### config.mk
export PLATFORM = sky130hd
export DESIGN_NAME = tap_delay_reader
export DESIGN_NICKNAME = d
export VERILOG_FILES = /design/src/rtl/tap_delay_reader.sv
export SDC_FILE = /design/constraint.sdc
export NUM_CORES = 1
export LEC_CHECK = 0
export CORE_AREA = 2 2 121 123
export CTS_CLUSTER_DIAMETER = 50
export DETAILED_ROUTE_END_ITERATION = 7
export DIE_AREA = 0 0 123 125
export GPL_ROUTABILITY_DRIVEN = 0
export HOLD_SLACK_MARGIN = 0.08
export PLACE_DENSITY = 0.83
export SETUP_SLACK_MARGIN = 0.5
export SLEW_MARGIN = 10
export SYNTH_ARGS = -nofsm -noshare
export SYNTH_HDL_FRONTEND = slang
export SYNTH_SLANG_ARGS = --single-unit
### constraint.sdc
create_clock -name clk -period 8 [get_ports clk]
set_clock_uncertainty 0.2 [all_clocks]
set_input_delay 0.8 -clock clk [delete_from_list [all_inputs] [get_ports clk]]
set_output_delay 0.8 -clock clk [all_outputs]
set_load 0.005 [all_outputs]
### src/rtl/tap_delay_reader.sv
// tap_delay_reader: circular delay line that stores one sample per accepted
// input and then streams every tap, newest to oldest, to a serial consumer.
// Optional feature: define TAP_DELAY_FLUSH_EN to add a synchronous flush
// input that clears the delay line and aborts any stream in progress.
module tap_delay_reader #(
    parameter int N    = 16,
    parameter int TAPS = 8,
    localparam int IW  = (TAPS > 1) ? $clog2(TAPS) : 1
) (
    input  logic          clk,
    input  logic          rst_n,
`ifdef TAP_DELAY_FLUSH_EN
    input  logic          flush,
`endif
    input  logic          in_valid,
    output logic          in_ready,
    input  logic [N-1:0]  in_data,
    output logic          out_valid,
    input  logic          out_ready,
    output logic [N-1:0]  out_data,
    output logic [IW-1:0] out_index,
    output logic          out_last
);

    typedef enum logic {IDLE, STREAM} state_e;

    localparam logic [IW-1:0] LAST_PTR = IW'(TAPS - 1);
    localparam logic [IW-1:0] PENULT   = IW'(TAPS - 2);

    state_e        state_q, state_d;
    logic [IW-1:0] wr_ptr_q, wr_ptr_d;
    logic [IW-1:0] rd_ptr_q, rd_ptr_d;
    logic [IW-1:0] idx_q, idx_d;
    logic [N-1:0]  data_q, data_d;
    logic          valid_q, valid_d;
    logic          last_q, last_d;
    logic [N-1:0]  mem_q [TAPS];
    logic          wr_en;
    logic          flush_w;

`ifdef TAP_DELAY_FLUSH_EN
    assign flush_w = flush;
`else
    assign flush_w = 1'b0;
`endif

    function automatic logic [IW-1:0] ptr_inc(input logic [IW-1:0] p);
        return (p == LAST_PTR) ? '0 : p + 1'b1;
    endfunction

    // Step one tap older; wraps 0 -> TAPS-1 so any TAPS works, not just powers of two.
    function automatic logic [IW-1:0] ptr_dec(input logic [IW-1:0] p);
        return (p == '0) ? LAST_PTR : p - 1'b1;
    endfunction

    // in_ready is held low while reset is asserted, even though state is already IDLE.
    assign in_ready  = rst_n && (state_q == IDLE);
    assign out_valid = valid_q;
    assign out_data  = data_q;
    assign out_index = idx_q;
    assign out_last  = last_q;

    // Next-state logic: accept a sample in IDLE, walk the taps in STREAM.
    always_comb begin
        // NOTE: every signal gets a default first so no path leaves one unassigned (no latch).
        state_d  = state_q;
        wr_ptr_d = wr_ptr_q;
        rd_ptr_d = rd_ptr_q;
        idx_d    = idx_q;
        data_d   = data_q;
        valid_d  = valid_q;
        last_d   = last_q;
        wr_en    = 1'b0;
        if (flush_w) begin
            state_d  = IDLE;
            wr_ptr_d = '0;
            rd_ptr_d = '0;
            idx_d    = '0;
            data_d   = '0;
            valid_d  = 1'b0;
            last_d   = 1'b0;
        end else begin
            case (state_q)
                IDLE: begin
                    if (in_valid) begin
                        wr_en    = 1'b1;
                        wr_ptr_d = ptr_inc(wr_ptr_q);
                        rd_ptr_d = wr_ptr_q;
                        idx_d    = '0;
                        data_d   = in_data;   // newest tap bypasses the buffer
                        valid_d  = 1'b1;
                        last_d   = 1'b0;
                        state_d  = STREAM;
                    end
                end
                STREAM: begin
                    if (valid_q && out_ready) begin
                        if (last_q) begin
                            state_d = IDLE;
                            valid_d = 1'b0;
                            last_d  = 1'b0;
                            idx_d   = '0;
                            data_d  = '0;
                        end else begin
                            idx_d    = idx_q + 1'b1;
                            rd_ptr_d = ptr_dec(rd_ptr_q);
                            data_d   = mem_q[ptr_dec(rd_ptr_q)];
                            last_d   = (idx_q == PENULT);
                        end
                    end
                end
                default: state_d = IDLE;
            endcase
        end
    end

    // State and output registers.
    always_ff @(posedge clk or negedge rst_n) begin
        if (!rst_n) begin
            state_q  <= IDLE;
            wr_ptr_q <= '0;
            rd_ptr_q <= '0;
            idx_q    <= '0;
            data_q   <= '0;
            valid_q  <= 1'b0;
            last_q   <= 1'b0;
        end else begin
            // NOTE: non-blocking assignments so every register samples pre-edge values.
            state_q  <= state_d;
            wr_ptr_q <= wr_ptr_d;
            rd_ptr_q <= rd_ptr_d;
            idx_q    <= idx_d;
            data_q   <= data_d;
            valid_q  <= valid_d;
            last_q   <= last_d;
        end
    end

    // Delay-line storage: written once per accepted sample, cleared by reset or flush.
    always_ff @(posedge clk or negedge rst_n) begin
        if (!rst_n) begin
            // NOTE: the buffer is reset deliberately: never-written taps must read as zero.
            for (int i = 0; i < TAPS; i++) mem_q[i] <= '0;
        end else if (flush_w) begin
            for (int i = 0; i < TAPS; i++) mem_q[i] <= '0;
        end else if (wr_en) begin
            mem_q[wr_ptr_q] <= in_data;
        end
    end

endmodule

==> run metrics <==
PwrDens between 300 and 400 nW/um^2; WL final 16.61 mm; Sw Ratio 0.3369; Overall Power about 3200 uW; Async SR Flop Fraction 1.000; total grt overflow 0; RSZ-0062 raised after global routing no; number of cells on the critical path 7; Leak 0.003895 uW; # rows 44; Synth Cell Area 7347 sq um; crit path capture type register; clock tree buffer depth 2; Fin Setup TNS 0 ns; vias in the first global route slightly above 5000; Die X 123 microns; hold crit path type in2async; H-tree levels 4; core area 14200 sq um; Logic pwr share 0.381; vias per cell a little over 6; sequential share of the synthesized area 0.5313; Final #Nets about 600; crit-path cells inv_1, ha_1, ha_1, nor2b_4, mux4_1, nor3b_1, a211oi_1; ratio of final minimum period to clock period 0.4859; Synth Warn # 0; initial core utilization 0.5173; nature of the critical path startpoint register; via count 4772; CP Buf/Inv Count 1; first-pass GRT wire length 27.48 mm; postcts setup bufs 0; # IOs 42; internal power between 2000 and 2500 uW; share of cells above drive strength 1 0.3226; Max Cap Violations 0; Layout Cells excl Fill 773; Crit-path slowest cell nor2b_4; count of different cell masters after synthesis between 40 and 50; Hold Fails Final Rpt 0; CP Class reg2reg; Hold-fix buffers, CTS 0; Area growth, synth to finish 14.54%; clock network fraction of design power 0.261; per-cell routed wire length 21.49 microns; GR met1 Demand/Resource 0.3146; Skew-Pair Late Insertion Delay 0.43 ns; status finished clean; Final setup viols 0; crit path DAT 3.98 ns; ANT nets after route 0; Post-Place Cells 741; First DRT Iteration DRCs 403; Total GRT Usage 0.2357; Flop pwr share 0.358; largest net degree at the start of global routing 83; Syn Area/Cell 13.46 sq um; Final HPWL DP roughly 10 mm; worst relative slew slack 0.2554; fin. max-slew vios 0; # diodes 0; fill cell count 1083; main flop type after synthesis dfrtp_1; Worst-path clk slew 0.06 ns; Die Area around 15000 sq um; largest stage delay on the critical path between 0.9 and 1 ns; residual DRC count 0; Worst-Margin Slew around 1.1 ns; port bufs 41; met2 GRT Util 0.3809; most common cell after layout, fill and taps aside dfrtp_1; post-CTS sizing 0; worst-path fanout max 31; most frequent CP cell ha_1; drt pass-1 iters 5; CP required about 8 ns; CTS sink cnt 156; fin crit period between 3 and 4 ns; critical path's top delay family simple AND/OR/NAND/NOR gates; #FFs+latches synth 156; Post-Syn Instances between 500 and 600; initial antenna violation count 0; number of flops mapped to enable cells by yosys 0; most frequent cells in the layout dfrtp_1 (156), mux2_2 (129), nand2_1 (46), clkdlybuf4s50_1 (40), a211oi_1 (29); Switch Pwr 1088 uW; Chip Height 125 microns; Top Usage Layer GRT met2; CTS tree done; GR Util met3 0.04380; CTS buffer count 17; Worst Reg-to-Reg Cells 7; maximum vdd drop 0.1800 mV; root buf cell clkbuf_16; fmax 257.3 MHz; Syn Nets 572
[Yosys cell counts (2+ instances only)]
cell	n	area [sq um]
dfrtp_1	156	3904
mux2_2	129	1453
nand2_1	46	172.7
a211oi_1	29	217.7
nor2_1	21	78.83
o21ai_0	21	105.1
and3b_1	15	131.4
nor3b_1	15	112.6
a311o_1	14	140.1
buf_2	13	65.06
mux4_2	11	247.7
clkbuf_1	10	37.54
ha_1	6	75.07
inv_1	5	18.77
mux4_1	5	131.4
buf_4	4	30.03
a211oi_2	3	37.54
buf_6	3	33.78
nand2b_1	3	18.77
o31ai_1	3	22.52
a21oi_1	2	10.01
and3_1	2	12.51
buf_8	2	30.03
nand3b_2	2	22.52
nor2_2	2	12.51
nor3_1	2	10.01
nor3b_4	2	37.54
[registers in the layout, indices dropped and copies added (netlist names)]
register,flops
rd_ptr_q,3
wr_ptr_q,3
out_index,3
mem_q,128
out_valid,1
state_q,1
out_last,1
out_data,16
[power groups by stage]
stage / Combinational (uW) / Clock (uW) / Sequential [uW]
2_1_floorplan: 909 / 0 / 1100
3_3_place_gp: 1180 / 0 / 1150
3_5_place_dp: 1220 / 0 / 1170
4_1_cts: 1230 / 856 / 1150
5_1_grt: 1320 / 888 / 1180
6_report: 1230 / 843 / 1160
[logic make-up after synthesis]
kind of cell	synth area share
DFF	0.5313
buffers and inverters	0.03253
xor gates and xnor gates	0.001192
AOI/OAI and AO/OA	0.07919
adders and majority gates	0.01022
and+or+nand+nor	0.09486
muxes	0.2507
[worst register-to-register path, stage by stage, from the launching register on]
cell,delay [ns]
dfrtp_1,0.74
inv_1,0.16
ha_1,0.25
ha_1,0.41
nor2b_4,0.96
mux4_1,0.68
nor3b_1,0.27
a211oi_1,0.08
[final cells by class]
type / instances / area [sq um] / area share
repair buffers: 45 / 441.7 / 0.05248
multi-input cells: 351 / 3204 / 0.3808
clock buffers: 20 / 446.7 / 0.05308
inverters: 5 / 18.77 / 0.002230
flip-flops and latches: 156 / 3904 / 0.4639
clock inverters: 12 / 170.2 / 0.02022
well taps: 184 / 230.2 / 0.02736
[metrics by stage]
step	hold WS, ns	util	area, sq um	worst slack [ns]
6_report	0.1961	0.5925	8416	4.113
5_1_grt	0.2768	0.5925	8416	3.847
4_1_cts	0.2340	0.5925	8416	4.084
3_5_place_dp	0.2884	0.5491	7799	4.088
3_3_place_gp	0.2790	0.5491	7799	4.257
2_1_floorplan	0.2703	-	7347	5.404
[worst paths after layout]
| check | start | to | slack [ns] |
|---|---|---|---|
| max | rd_ptr_q[0] | out_data[14] | 4.11 |
| min | rst_n | out_data[13] | 0.20 |
| max reg2reg | rd_ptr_q[0] | out_data[14] | 4.11 |
| min reg2reg | mem_q[120] | mem_q[120] | 0.30 |
| max in group asynchronous | rst_n | mem_q[81] | 5.93 |
| min in group clk | mem_q[120] | mem_q[120] | 0.30 |
[layer usage]
layer,share of wire,routed length [microns]
met1,0.42,7040
met2,0.51,8484
met3,0.044,734
met4,0.021,354
met5,0,0
Note: power is estimated with default switching activity, not from simulation.
